`src/rtl/serial_subtractor.sv`:
```
// Bit-serial subtractor: computes a - b - bin one bit per clock, LSB first,
// through a single full-subtractor cell and right-shifting operand registers.
module serial_subtractor #(
   parameter int WIDTH = 8
) (
   input  logic             clk,
   input  logic             rst,
   input  logic             start,
   input  logic [WIDTH-1:0] a,
   input  logic [WIDTH-1:0] b,
   input  logic             bin,
   output logic             busy,
   output logic             done,
   output logic [WIDTH-1:0] diff,
   output logic             bout,
   output logic             ovf,
   output logic             zero
);

   localparam int CW = $clog2(WIDTH + 1);
   localparam logic [CW-1:0] LAST = CW'(WIDTH - 1);

   typedef enum logic {IDLE, RUN} state_t;

   state_t           state;
   logic [WIDTH-1:0] sa;
   logic [WIDTH-1:0] sb;
   logic [WIDTH-1:0] sd;
   logic             br;
   logic [CW-1:0]    cnt;
   logic             a_msb;
   logic             b_msb;

   logic             d_bit;
   logic             br_nxt;
   logic [WIDTH-1:0] diff_nxt;

   // Full-subtractor cell: returns {borrow_out, difference_bit}.
   function automatic logic [1:0] fsub(input logic x, input logic y, input logic bi);
      logic d;
      logic bo;
      d  = x ^ y ^ bi;
      bo = (~x & y) | (~(x ^ y) & bi);
      return {bo, d};
   endfunction

   always_comb begin
      {br_nxt, d_bit} = fsub(sa[0], sb[0], br);
      diff_nxt        = {d_bit, sd[WIDTH-1:1]};
   end

   always_ff @(posedge clk) begin
      if (rst) begin
         state <= IDLE;
         sa    <= '0;
         sb    <= '0;
         sd    <= '0;
         br    <= 1'b0;
         cnt   <= '0;
         a_msb <= 1'b0;
         b_msb <= 1'b0;
         busy  <= 1'b0;
         done  <= 1'b0;
         diff  <= '0;
         bout  <= 1'b0;
         ovf   <= 1'b0;
         zero  <= 1'b0;
      end else begin
         done <= 1'b0;
         case (state)
            IDLE: begin
               if (start) begin
                  sa    <= a;
                  sb    <= b;
                  br    <= bin;
                  cnt   <= '0;
                  a_msb <= a[WIDTH-1];
                  b_msb <= b[WIDTH-1];
                  busy  <= 1'b1;
                  state <= RUN;
               end
            end
            RUN: begin
               sa  <= sa >> 1;
               sb  <= sb >> 1;
               sd  <= diff_nxt;
               br  <= br_nxt;
               cnt <= cnt + 1'b1;
               // The final bit is folded straight into the registered outputs.
               if (cnt == LAST) begin
                  diff  <= diff_nxt;
                  bout  <= br_nxt;
                  zero  <= (diff_nxt == '0);
                  ovf   <= (a_msb ^ b_msb) & (d_bit ^ a_msb);
                  done  <= 1'b1;
                  busy  <= 1'b0;
                  state <= IDLE;
               end
            end
            default: state <= IDLE;
         endcase
      end
   end

endmodule
```
`config.mk`:
```
export PLATFORM = sky130hd
export DESIGN_NAME = serial_subtractor
export DESIGN_NICKNAME = d
export VERILOG_FILES = /design/src/rtl/serial_subtractor.sv
export SDC_FILE = /design/constraint.sdc
export NUM_CORES = 1
export LEC_CHECK = 0
export ABC_AREA = 1
export CORE_ASPECT_RATIO = 0.9
export CORE_MARGIN = 5
export CORE_UTILIZATION = 31
export DETAILED_ROUTE_END_ITERATION = 12
export SLEW_MARGIN = 10
export SYNTH_ARGS = -nofsm -noshare
export SYNTH_HDL_FRONTEND = slang
export SYNTH_SLANG_ARGS = --single-unit
```
`constraint.sdc`:
```
create_clock -name clk -period 2 [get_ports clk]
set_clock_uncertainty 0.2 [all_clocks]
set_input_delay 0.4 -clock clk [delete_from_list [all_inputs] [get_ports clk]]
set_output_delay 0.4 -clock clk [all_outputs]
set_load 0.05 [all_outputs]
```
=== After elaboration in Yosys (flattened, before gate mapping) ===
Cells that the tools add are included.
W data, S select, Z words.

* Register bits after elaboration: 45
* Logic and storage cells: 49

* Reduce and logical (&&, ||, !) cells: 5
* Bitwise gates (word level): 11
* Eq/ne operators: 3
* Multiplexer cells: 15
* Add/sub/neg operators: 1

{| class="wikitable"
|+ Operators with widths
! cell !! count
|-
| $pmux W8 S2 || 2
|-
| $mux W8 || 2
|-
| $logic_not A8 Y1 || 1
|-
| $pmux W4 S2 || 1
|-
| $mux W1 || 6
|-
| $pmux W1 S2 || 3
|-
| $reduce_and A2 Y1 || 3
|-
| $add A4 B1 Y4 const B || 1
|-
| $eq A4 B3 Y1 const B || 1
|-
| $mux W4 || 1
|-
| $xor A1 B1 Y1 || 4
|-
| $and A1 B1 Y1 || 3
|-
| $not A1 Y1 || 3
|-
| $ne A2 B1 Y1 const B || 1
|-
| $ne A2 B2 Y1 const B || 1
|-
| $reduce_or A2 Y1 || 1
|-
| $or A1 B1 Y1 || 1
|}

=== Longest topological paths before layout ===
* Depth in word-level cells: 5
* Gate-level depth with buffers: 7
* Mapped depth without buffers: 7

=== Worst setup path after synthesis ===
OpenSTA, ideal clock, no wires.

* Path kind: reg2reg
* Start: register sb[0]
* End: register ovf
* Path slack: 0.531 ns
* Setup time: 0.116 ns
* Cell stages (with the launch flop): 7
* Arrival: 1.154 ns
* Required time: 1.684 ns
* Cell sequence: dfxtp_1 inv_1 fa_1 nand3b_1 nand2_1 nand2_1 nand2_1

* Word-level cells in the longest chain between the ends: 4

{| class="wikitable"
|+ Ends and longest elaborated chain
! what !! RTL line !! source
|-
| start: declaration || 27 || <nowiki>logic [WIDTH-1:0] sb;</nowiki>
|-
| start signal: assignment || 85 || <nowiki>sb <= sb >> 1;</nowiki>
|-
| $xor A1 B1 Y1 (2 in series) || 42 || <nowiki>d = x ^ y ^ bi;</nowiki>
|-
| net d_bit || 34 || <nowiki>logic d_bit;</nowiki>
|-
| $xor A1 B1 Y1 || 94 || <nowiki>ovf <= (a_msb ^ b_msb) & (d_bit ^ a_msb);</nowiki>
|-
| $and A1 B1 Y1 || 94 ||
|-
| end signal: assignment || 94 ||
|-
| end: declaration || 16 || <nowiki>output logic ovf,</nowiki>
|}

The timed path passes the listed nets, and every way through them passes these cells.
A chain may end at the register's enable or synchronous reset.

=== Worst setup path in the final report ===
* Start: register state
* End: register busy

* Word-level cells in the longest chain between the ends: 3
* Elaborated cells on any way between the ends: 5
* Classes of those cells: eq/ne (2); mux (1); bitwise (1); reduce/logical (1)

{| class="wikitable"
|+ Ends and longest elaborated chain
! what !! RTL line !! source
|-
| start: declaration || 25 || <nowiki>state_t state;</nowiki>
|-
| start signal: assignment || 54 || <nowiki>state <= IDLE;</nowiki>
|-
| start signal: assignment || 80 || <nowiki>state <= RUN;</nowiki>
|-
| start signal: assignment || 97 || <nowiki>state <= IDLE;</nowiki>
|-
| $not A1 Y1 || n/a ||
|-
| $ne A2 B2 Y1 (no line) || n/a ||
|-
| $reduce_and A2 Y1 (no line) || n/a ||
|-
| end signal: assignment || 62 || <nowiki>busy <= 1'b0;</nowiki>
|-
| end signal: assignment || 79 || <nowiki>busy <= 1'b1;</nowiki>
|-
| end signal: assignment || 96 || <nowiki>busy <= 1'b0;</nowiki>
|-
| end: declaration || 12 || <nowiki>output logic busy,</nowiki>
|}

Several ways; a longest one is shown, not always the timed one.

==> results by group <==
CTS
  • Number of buffers inserted to repair setup after CTS: 0
  • CTS Sinks: 44
  • Insertion delay to the later sink of the worst-skew pair: ~0.29 ns
  • Number of buffers on the longest clock path: 2
  • TritonCTS clock tree: yes
  • Number of buffers inserted during clock tree synthesis: 5
  • Post-cts hold buffer count: 0
  • Post-CTS Resized: 0
  • Clock root buffer master: clkbuf_8
  • Clock slew seen by the registers of the worst setup and hold paths: 0.08 ns
  • Total number of H-tree levels: 2

Synth
  • Instance count of the mapped netlist: 264
  • Synth top cells by count: 83 x nand2_1, 45 x nand3_1, 44 x dfxtp_1, 31 x nor2_1, 25 x inv_1
  • Top-count cell post-synth: nand2_1
  • Share of synthesized registers carrying an async set or reset: 0
  • Mean instance size in the synthesized netlist: approximately 7 sq um
  • Top FF cell, synth: dfxtp_1
  • Net count after synthesis: 286
  • Register area share after synthesis: 0.475
  • Yosys top cell by area: dfxtp_1
  • Cells taking the most area after synthesis: dfxtp_1 47%, nand2_1 17%, nand3_1 12%
  • Post-synthesis cell area: 1860 sq um
  • Count of distinct cell types in the synthesized netlist: 16
  • Register bit total from synthesis: 44
  • Yosys warns: 0
  • Area share of the largest cell type after synthesis: 0.475
  • Post-synth EDFFs: 0

STA
  • Final Worst Setup Slack: 0.360 ns
  • Aggregate negative setup slack: 0 ns
  • Final setup violation count: 0
  • Headroom to the max-slew limit: 0.533
  • Hold Vio Cnt, Final: 0
  • Max Clock Freq: around 610 MHz
  • Worst slew pin tran: 0.700 ns
  • Final Max Tran Viols: 0
  • Min cycle time layout: 1.64 ns
  • Unrepaired setup endpoints after global routing: false
  • Share of the cycle needed by the critical path after routing: 0.820

Critical path
  • Critical path launch point type: flop
  • Critical path required time: between 1.5 and 2 ns
  • Class of the most critical setup path: flop to flop
  • Slowest stage cell, crit path: dfxtp_1
  • Highest net fanout along the worst path: 12
  • Arrival time at the worst endpoint: between 1.5 and 2 ns
  • CP peak stage delay: 0.53 ns
  • Endpoint kind of the worst setup timing path: flop
  • Critical path, cell by cell: buf_4, nand4_2, nand2_1, nor2_1

Route
  • Number of remaining DRC errors: 0
  • Count of routing violations after the opening detailed-route iteration: a little under 100
  • Wire length per cell after detailed routing: between 10 and 15 um
  • Vias per inst: between 4 and 5
  • Total Wirelength: approximately 3.9 mm
  • Total iterations of the first detailed-routing run: 4
  • Residual antenna-violating net count after detailed routing: 0
  • Count of vias placed by the detailed router: about 1,600

Place
  • Post-Place Setup Slack: approximately 0.21 ns
  • Final HPWL DP: 2.83 mm
  • Buffers added on ports: 32
  • Gpl congestion: 0.744

Die
  • Row count: 26
  • Total core area: 5760 sq um
  • Initial cell density of the core: 0.322
  • Die outline height: ~83 um
  • DIE AREA: 7630 sq um
  • Chip width: 91.6 um
  • Top-level port count: 33

Pwr
  • Power per Cell Area: roughly 780 nW/um^2
  • Total leakage power: between 1 and 1.5 nW
  • Max VDD drop: 0.000271 V

Final layout
  • Diode insertion count for antenna repair: 0
  • Share of layout cells above drive strength 1: 0.110
  • Layout overhead on the synthesized area: 25.7%
  • NumNets Final: 321

Min path
  • Worst Hold Class: flop to flop

Status
  • Result of the run: finished clean

GRT
  • Number of antenna violations at the first check in global routing: 0
  • Overall Global Routing Usage: 0.109
  • First-pass GRT wire length: about 6.9 mm
  • Largest net degree at the start of global routing: 24
  • Vias in the first global route: between 1,500 and 2,000
  • Final global-route overflow total: 0

Job
  • Max-cap viol count: 0
## where the power goes
part / total (mW) / switching [mW] / leakage [nW] / internal (mW)
sequential: 0.942 / 0.0281 / 0.359 / 0.914
clock: 0.659 / 0.289 / 0.0552 / 0.371
combinational: 0.212 / 0.114 / 0.736 / 0.0979
total: 1.81 / 0.431 / 1.15 / 1.38
## registers in the layout, indices dropped and copies added, names as in the netlist
| name | flops |
|---|---|
| b_msb | 1 |
| state | 1 |
| bout | 1 |
| sd | 7 |
| sb | 8 |
| ovf | 1 |
| sa | 8 |
| diff | 8 |
| busy | 1 |
| cnt | 4 |
| br | 1 |
| zero | 1 |
| a_msb | 1 |
| done | 1 |
## worst paths after layout
kind / slack [ns] / from / to / depth (start not counted)
worst min-delay path: 0.27 / sb[7] / sb[7] / 2
worst max register to register: 0.36 / state / busy / 4
worst min register to register: 0.27 / sb[7] / sb[7] / 2
worst max-delay path: 0.36 / state / busy / 4
## through the flow
stage / power, mW / utilization / std cells / area [sq um] / hold slack (ns)
6_report: 1.81 / 0.405 / 370 / 2330 / 0.265
5_1_grt: 1.91 / 0.405 / 370 / 2330 / 0.289
4_1_cts: 1.84 / 0.405 / 370 / 2330 / 0.267
3_5_place_dp: 1.18 / 0.386 / 362 / 2220 / 0.255
3_3_place_gp: 1.17 / 0.386 / 362 / 2220 / 0.253
2_1_floorplan: 1.10 / - / 264 / 1860 / 0.238
## routing by layer
layer	vias to the layer above	global-route usage	part of all wire
met5	-	0	0
met4	0	0.0370	0.010
met3	5	0.0344	0.053
met2	29	0.179	0.44
met1	720	0.135	0.49
li1	892	-	-
## area by class of cell
cell class                      instances  area (sq um)
Fill cell                             604          3430
Timing Repair Buffer                   43           370
Sequential cell                        44           881
Tap cell                               70          87.6
Clock inverter                          2          35.0
Inverter                               25          93.8
Multi-Input combinational cell        180           792
Clock buffer                            6          72.6
## critical path: cells and delay by family, from the launching register on
kind | cells | cell delay [ns]
buffers and inverters | 1 | 0.22
DFF | 1 | 0.53
and+or+nand+nor | 3 | 0.58
## cells by family after synthesis
logic type | after synthesis | share of synthesized area
simple gates | 163 | 0.369
flops | 44 | 0.475
buf+inv | 40 | 0.0984
compound gates | 15 | 0.0405
fa+ha+maj | 2 | 0.0175
## placed cells by master, fill, tap and decap left out, drive strengths merged
cell / n
a21oi: 5
buf: 24
bufinv: 1
clkbuf: 6
clkdlybuf4s50: 19
clkinv: 1
dfxtp: 44
fa: 1
ha: 1
inv: 25
nand2: 83
nand3: 45
nand3b: 1
nand4: 1
nor2: 32
nor3: 1
o21ai: 10
No activity file was read; power rests on OpenSTA's default activity.
